$ cat src/rtl/vdp_wb_host_bridge.sv
// Wishbone classic slave feeding the VDP register port: writes are posted through a FIFO,
// reads drain the FIFO first and then block. Define VDP_WB_READ_TIMEOUT_EN for a read timeout.
module vdp_wb_host_bridge #(
    parameter int ADDR_BITS  = 6,
    parameter int FIFO_DEPTH = 4
) (
    input  logic                 wb_clk_i,
    input  logic                 wb_rst_n_i,
    input  logic                 wbs_cyc_i,
    input  logic                 wbs_stb_i,
    input  logic                 wbs_we_i,
    input  logic [3:0]           wbs_sel_i,
    input  logic [31:0]          wbs_adr_i,
    input  logic [31:0]          wbs_dat_i,
    output logic                 wbs_ack_o,
    output logic [31:0]          wbs_dat_o,
    output logic                 host_write_en,
    output logic                 host_read_en,
    output logic [ADDR_BITS-1:0] host_address,
    output logic [15:0]          host_write_data,
    input  logic                 host_ready,
    input  logic [15:0]          host_read_data,
    input  logic                 host_read_data_valid,
    output logic [2:0]           o_dbg_state
);
    localparam int PW = $clog2(FIFO_DEPTH);
    localparam int EW = ADDR_BITS + 16;

    localparam logic [2:0] S_IDLE     = 3'd0;
    localparam logic [2:0] S_ACK      = 3'd1;
    localparam logic [2:0] S_RD_DRAIN = 3'd2;
    localparam logic [2:0] S_RD_REQ   = 3'd3;
    localparam logic [2:0] S_RD_WAIT  = 3'd4;
    localparam logic [2:0] S_RD_ACK   = 3'd5;

    logic [2:0]           r_state;
    logic [PW:0]          r_head;
    logic [PW:0]          r_tail;
    logic [EW-1:0]        r_mem [FIFO_DEPTH];
    logic [ADDR_BITS-1:0] r_rd_addr;
    logic [31:0]          r_rd_word;

    logic                 w_req;
    logic                 w_empty;
    logic                 w_full;
    logic                 w_wr_take;
    logic                 w_push;
    logic                 w_pop;
    logic                 w_tmo;
    logic [ADDR_BITS-1:0] w_adr;
    logic [15:0]          w_wdata;
    logic [EW-1:0]        w_head;
    logic                 w_unused;

    assign w_unused  = ^{wbs_sel_i[3:2], wbs_adr_i[31:ADDR_BITS+2], wbs_adr_i[1:0], wbs_dat_i[31:16]};
    assign w_adr     = wbs_adr_i[ADDR_BITS+1:2];
    assign w_wdata   = {wbs_sel_i[1] ? wbs_dat_i[15:8] : 8'h00, wbs_sel_i[0] ? wbs_dat_i[7:0] : 8'h00};
    assign w_req     = wbs_cyc_i & wbs_stb_i & (r_state == S_IDLE);
    assign w_empty   = (r_head == r_tail);
    assign w_full    = (r_head[PW] != r_tail[PW]) && (r_head[PW-1:0] == r_tail[PW-1:0]);
    assign w_wr_take = w_req & wbs_we_i & ~w_full;
    assign w_push    = w_wr_take & (wbs_sel_i[1:0] != 2'b00);
    assign w_head    = r_mem[r_head[PW-1:0]];

    // VDP handshake: a presented write/read transfers in any cycle where its enable and
    // host_ready are both high; the enable holds its payload stable until that cycle.
    assign host_write_en   = ~w_empty & (r_state != S_RD_REQ);
    assign host_read_en    = (r_state == S_RD_REQ);
    assign host_address    = host_read_en ? r_rd_addr : (w_empty ? '0 : w_head[EW-1:16]);
    assign host_write_data = w_empty ? 16'h0000 : w_head[15:0];
    assign w_pop           = host_write_en & host_ready;

    assign wbs_ack_o   = (r_state == S_ACK) || (r_state == S_RD_ACK);
    assign wbs_dat_o   = (r_state == S_RD_ACK) ? r_rd_word : 32'h0;
    assign o_dbg_state = r_state;

    always_ff @(posedge wb_clk_i) begin
        if (w_push) begin
            r_mem[r_tail[PW-1:0]] <= {w_adr, w_wdata};
        end
    end

    always_ff @(posedge wb_clk_i) begin
        if (!wb_rst_n_i) begin
            r_head <= '0;
            r_tail <= '0;
        end else begin
            if (w_push) r_tail <= r_tail + 1'b1;
            if (w_pop)  r_head <= r_head + 1'b1;
        end
    end

`ifdef VDP_WB_READ_TIMEOUT_EN
    logic [7:0] r_tmo_cnt;

    assign w_tmo = (r_tmo_cnt == 8'hFF);

    // Saturates so a request accepted on the last count still times out promptly.
    always_ff @(posedge wb_clk_i) begin
        if (!wb_rst_n_i) begin
            r_tmo_cnt <= 8'h00;
        end else if (r_state == S_RD_DRAIN) begin
            r_tmo_cnt <= 8'h00;
        end else if (((r_state == S_RD_REQ) || (r_state == S_RD_WAIT)) && !w_tmo) begin
            r_tmo_cnt <= r_tmo_cnt + 8'h01;
        end
    end
`else
    assign w_tmo = 1'b0;
`endif

    always_ff @(posedge wb_clk_i) begin
        if (!wb_rst_n_i) begin
            r_state   <= S_IDLE;
            r_rd_addr <= '0;
            r_rd_word <= 32'h0;
        end else begin
            case (r_state)
                S_IDLE: begin
                    if (w_wr_take) begin
                        r_state <= S_ACK;
                    end else if (w_req && !wbs_we_i) begin
                        r_state   <= S_RD_DRAIN;
                        r_rd_addr <= w_adr;
                    end
                end
                S_ACK:      r_state <= S_IDLE;
                S_RD_DRAIN: if (w_empty) r_state <= S_RD_REQ;
                S_RD_REQ: begin
                    if (host_ready) begin
                        r_state <= S_RD_WAIT;
                    end else if (w_tmo) begin
                        r_state   <= S_RD_ACK;
                        r_rd_word <= 32'hDEAD_0000;
                    end
                end
                S_RD_WAIT: begin
                    if (host_read_data_valid) begin
                        r_state   <= S_RD_ACK;
                        r_rd_word <= {16'h0000, host_read_data};
                    end else if (w_tmo) begin
                        r_state   <= S_RD_ACK;
                        r_rd_word <= 32'hDEAD_0000;
                    end
                end
                S_RD_ACK:   r_state <= S_IDLE;
                default:    r_state <= S_IDLE;
            endcase
        end
    end
endmodule

$ cat config.mk
export PLATFORM = sky130hd
export DESIGN_NAME = vdp_wb_host_bridge
export DESIGN_NICKNAME = d
export VERILOG_FILES = /design/src/rtl/vdp_wb_host_bridge.sv
export SDC_FILE = /design/constraint.sdc
export NUM_CORES = 1
export LEC_CHECK = 0
export BUFFER_PORTS_ARGS = -buffer_cell sky130_fd_sc_hd__buf_2
export CAP_MARGIN = 10
export CORE_ASPECT_RATIO = 1.25
export CORE_MARGIN = 2
export CORE_UTILIZATION = 48
export CTS_BUF_LIST = sky130_fd_sc_hd__clkbuf_4
export DETAILED_ROUTE_END_ITERATION = 10
export PLACE_DENSITY = 0.78
export SYNTH_ARGS = -nofsm -noshare
export SYNTH_HDL_FRONTEND = slang
export SYNTH_SLANG_ARGS = --single-unit
$ cat constraint.sdc
create_clock -name wb_clk_i -period 2.4 [get_ports wb_clk_i]
set_clock_uncertainty 0.15 [all_clocks]
set_input_delay 0.24 -clock wb_clk_i [delete_from_list [all_inputs] [get_ports wb_clk_i]]
set_output_delay 0.24 -clock wb_clk_i [all_outputs]
set_load 0.05 [all_outputs]
== After elaboration in Yosys (flattened, before gate mapping) ==
Memories as Yosys holds them, arrays and structs flattened. A register that Yosys moved wholly into a read port is not among the register bits.
Index checks and enable logic that the tools add are counted.

* Add/sub/neg operators: 2
* Equality and inequality tests: 13
* Mux-type cells: 16
* Bitwise operators: 10
* Reduce and logical (&&, ||, !) cells: 9

{| class="wikitable"
|+ Operators with widths
! kind !! number
|-
| $mux W16 || 2
|-
| $mux W8 || 2
|-
| $mux W3 || 5
|-
| $mux W6 || 2
|-
| $pmux W3 S4 || 1
|-
| $and A1 B1 Y1 || 7
|-
| $add A3 B1 Y3 const B || 2
|-
| $eq A3 B2 Y1 const B || 2
|-
| $eq A3 B3 Y1 const B || 2
|-
| $ne A3 B2 Y1 const B || 2
|-
| $mux W2 || 2
|-
| $ne A2 B2 Y1 const B || 2
|-
| $reduce_and A4 Y1 || 1
|-
| $eq A3 B1 Y1 const B || 1
|-
| $eq A3 B3 Y1 || 1
|-
| $logic_not A3 Y1 || 1
|-
| $not A1 Y1 || 3
|-
| $reduce_and A3 Y1 || 1
|-
| $eq A2 B2 Y1 || 1
|-
| $logic_and A1 B1 Y1 || 2
|-
| $mux W1 || 2
|-
| $ne A2 B1 Y1 const B || 1
|-
| $reduce_and A2 Y1 || 1
|-
| $reduce_bool A2 Y1 || 1
|-
| other kinds (3) || 3
|}

* Register bits after elaboration: 31
* RAM bits: 88
* Bits of input ports: 91
* Output and inout bits: 60
* Memories: 1

{| class="wikitable"
|+ Memory list
! memory !! words !! bits a word !! rd ports !! clocked after Yosys merged registers in !! write ports !! line !! source
|-
| r_mem || 4 || 22 || 1 || 1 || 1 || 39 || <nowiki>logic [EW-1:0] r_mem [FIFO_DEPTH];</nowiki>
|}

== Longest topological paths before layout ==
* Word-level depth: 7
* Gate-level depth with buffers: 7
* Gate-level depth less buffers: 4

== Worst setup path before layout ==
Ideal clock, no wire load.

* Path kind: flip-flop to output port
* From: register r_state[1] (netlist: o_dbg_state[1])
* To: output host_address[3]
* Arrival time: 2.663 ns
* Setup slack: -0.653 ns
* Cell stages (with the launch flop): 6
* Buffers on the path: 2
* Cell sequence: dfxtp_1 -> buf_2 -> nand2_1 -> nor2_1 -> clkbuf_1 -> o21ai_0

* Cells in the longest elaborated chain, start to end: 2

{| class="wikitable"
|+ RTL lines
! element !! line !! source
|-
| from (decl) || 36 || <nowiki>logic [2:0] r_state;</nowiki>
|-
| from (signal assigned) || 114 || <nowiki>r_state <= S_IDLE;</nowiki>
|-
| from (signal assigned) || 121 || <nowiki>r_state <= S_ACK;</nowiki>
|-
| from (signal assigned) || 123 || <nowiki>r_state <= S_RD_DRAIN;</nowiki>
|-
| $eq A3 B2 Y1 || 68 || <nowiki>assign host_read_en = (r_state == S_RD_REQ);</nowiki>
|-
| net host_read_en || 18 || <nowiki>output logic host_read_en,</nowiki>
|-
| $mux W6 || 69 || <nowiki>assign host_address = host_read_en ? r_rd_addr : (w_empty ? '0 : w_head[EW-1:16]);</nowiki>
|-
| to (decl) || 19 || <nowiki>output logic [ADDR_BITS-1:0] host_address,</nowiki>
|}

The timed path passes the listed nets, and every way through them passes these cells.

==> impl_metrics.json <==
{
  "fin_area_mm2": 0.00689,
  "cp.required_ps": 2010,
  "rows": 42,
  "io_buffers": 90,
  "finalHoldViolations": 0,
  "r2r_start": "o_dbg_state[0]",
  "cts_tree": "done",
  "vias_per_cell": 5.18,
  "fmax_ghz": 0.425,
  "endpoint": "host_address[2]",
  "seqPwrFrac_pct": 53.2,
  "gp_congestion": 0.705,
  "dr.first_iter.drc_count": 147,
  "postSynthAreaPerCell_um2": 14.1,
  "htree_levels": 4,
  "ir_worst_vdd_uv": 310,
  "period_minus_slack_ps": 2350,
  "grtUsageTotal_pct": 19.6,
  "p_int_mw": 3.14,
  "timing_max_transition_violations_final": 0,
  "wl_per_cell_um": 17.0,
  "syn_to_final_growth_pct": 32.4,
  "insertion_delay_ps": 500,
  "synth.most_common_cell": "edfxtp_1",
  "nNetsFinal": 616,
  "synth_area_mm2": 0.00520,
  "synthFlopType": "edfxtp_1",
  "cts_made_buffers": 17,
  "reg2reg_to": "r_mem[0][11]",
  "drc": 0,
  "pin_count": 151,
  "ys_types": 41,
  "floorplan.initialDensity_pct": 49.2,
  "antenna_left": 0,
  "worst_pin_slew_ps": 635,
  "clock-sinks": 121,
  "slew_headroom_pct": 57.6,
  "hp-class": "in2reg",
  "cap_violations": 0,
  "synth_top_area_share_pct": 50.8,
  "coreArea_mm2": 0.0106,
  "path_clk_slew_ps": 90,
  "worst-r2r-setup-slack_ps": 150,
  "power_switching_mw": 1.15,
  "status": "finished, final reports clean",
  "grt_max_degree": 36,
  "hpwl_mm": 6.72,
  "n_antenna_cell": 0,
  "p_clk_share_pct": 28.2,
  "syn-instance-count": 368,
  "drt_wl_total_mm": 11.3,
  "gr-total-overflow": 0,
  "crit_fanout": 6,
  "drt_first_pass_iters": 4,
  "fill_cells": 735,
  "die_w_um": 97.1,
  "combPwrFrac_pct": 18.6,
  "cts-root-buf": "clkbuf_4",
  "worstPathArrival_ps": 1960,
  "grt_antenna_before_repair": 0,
  "die-area_mm2": 0.0117,
  "final_layout_size_suffix_gt1_share_pct": 38.1,
  "synth-async-reset-ratio_pct": 0,
  "place_area_mm2": 0.00588,
  "whs_ps": 41.9,
  "leakagePower_nw": 2.67,
  "ys_ff_latch": 121,
  "synth_top_cell_by_area": "edfxtp_1",
  "ys.warnings.count": 0,
  "dieHeight_um": 120,
  "place_inst": 584,
  "clk_path_buf_depth": 2,
  "setup_viol": 0,
  "rsz0062_at_grt": "true",
  "ys_seq_area_share_pct": 63.5,
  "p_per_area_mw_per_mm2": 623,
  "grt_pass1_wl_mm": 17.7,
  "finalCritPeriodShare_pct": 98.1,
  "fin_cells": 665,
  "reg2reg_depth": 4,
  "switching_share_pct": 26.9,
  "cp-end-kind": "output port",
  "vias": 3443,
  "yosys-top-cells-area": "edfxtp_1 51%, dfxtp_1 13%, mux4_2 9.5%",
  "first_global_vias": 3622,
  "synth_edf_count": 88,
  "crit_type": "reg2out",
  "netlist_top_cells_count": "88 x edfxtp_1, 47 x nand2_1, 33 x dfxtp_1, 24 x nor2b_1, 22 x mux4_2",
  "start_kind": "register"
}
## area by class of cell
type	instances	area (µm²)	share of cell area, %
flip-flops and latches	121	3310	48.1
well taps	132	165	2.40
repair buffers	152	1250	18.2
inverters	3	11.3	0.164
clock buffers	20	150	2.18
multi-input cells	225	1910	27.7
clock inverters	12	86.3	1.25
## what timing repair did
action,in CTS,in global routing
buffers inserted,6,1
gates resized for setup,31,48
pin swaps,1,6
hold buffers,39,0
setup endpoints to repair,23,22
cloned,1,2
endpoints found under the hold margin,113,0
## critical path, cell delays in order (launching register included)
cell and delay [ps]:
dfxtp_4 450, clkbuf_16 180, mux4_2 490, nand2b_1 100, o21ai_2 70, buf_6 160
## flip-flops by register name, indices dropped and copies added (netlist names), named ones only
| name | flops |
|---|---|
| r_rd_word | 16 |
| o_dbg_state | 3 |
| r_head | 3 |
| r_rd_addr | 6 |
| r_tail | 3 |
| r_mem | 88 |
## per-stage QoR
step	setup TNS, ps	util [%]	setup WS, ps	power, mW
2_1_floorplan	-7950	-	-120	2.78
3_3_place_gp	0	55.6	155	2.91
3_5_place_dp	0	55.6	148	2.92
4_1_cts	0	63.1	1.62	4.23
5_1_grt	-558	65.2	-71.1	4.47
6_report	0	65.2	45.5	4.29
## layout by cell type (no fill, tap or decap), types with 17 or more instances in the layout
cell type / netlist / routed
dfxtp_1: 33 / 29
and2_1: 17 / 17
and3_1: 17 / 17
dlygate4sd3_1: 0 / 39
mux4_2: 22 / 22
buf_2: 2 / 68
edfxtp_1: 88 / 88
nand2_1: 47 / 47
clkbuf_4: 0 / 20
buf_6: 1 / 20
## metal layers
layer	part of all wire [%]	GRT usage [%]
met1	38	22.0
met2	55	35.8
met3	6.0	6.24
met4	0.71	5.37
met5	0	0
## power groups by stage
stage	clock (mW)	combinational (mW)	sequential, mW
floorplan	0	0.450	2.33
finish	1.21	0.798	2.28
global route	1.35	0.840	2.29
global placement	0	0.581	2.33
CTS	1.24	0.707	2.28
detailed placement	0	0.593	2.33
## worst min-delay path by stage
| stage | endpoint | start | slack, ps | depth (start not counted) |
|---|---|---|---|---|
| after floorplan | r_mem[0][16] | wbs_adr_i[2] | 190 | 0 |
| after CTS | o_dbg_state[0] | host_read_data_valid | 4 | 5 |
| after global routing | o_dbg_state[0] | host_read_data_valid | 50 | 5 |
| after detailed placement | r_rd_word[15] | r_rd_word[15] | 310 | 2 |
| after global placement | r_rd_word[4] | r_rd_word[4] | 300 | 2 |
| final | o_dbg_state[0] | host_read_data_valid | 40 | 5 |
## kinds of logic (layout without fill, tap and decap cells)
| family | Yosys count | after routing | share of synthesized area, % |
|---|---|---|---|
| and+or+nand+nor | 132 | 133 | 14.0 |
| AOI/OAI and AO/OA | 36 | 36 | 5.17 |
| muxes | 31 | 31 | 11.3 |
| adders and majority gates | 5 | 5 | 1.20 |
| DFF | 121 | 121 | 63.5 |
| xor gates and xnor gates | 4 | 4 | 0.674 |
| other | 1 | 16 | 0.0721 |
| buffers and inverters | 38 | 187 | 4.16 |
(Power assumes the default switching activity.)
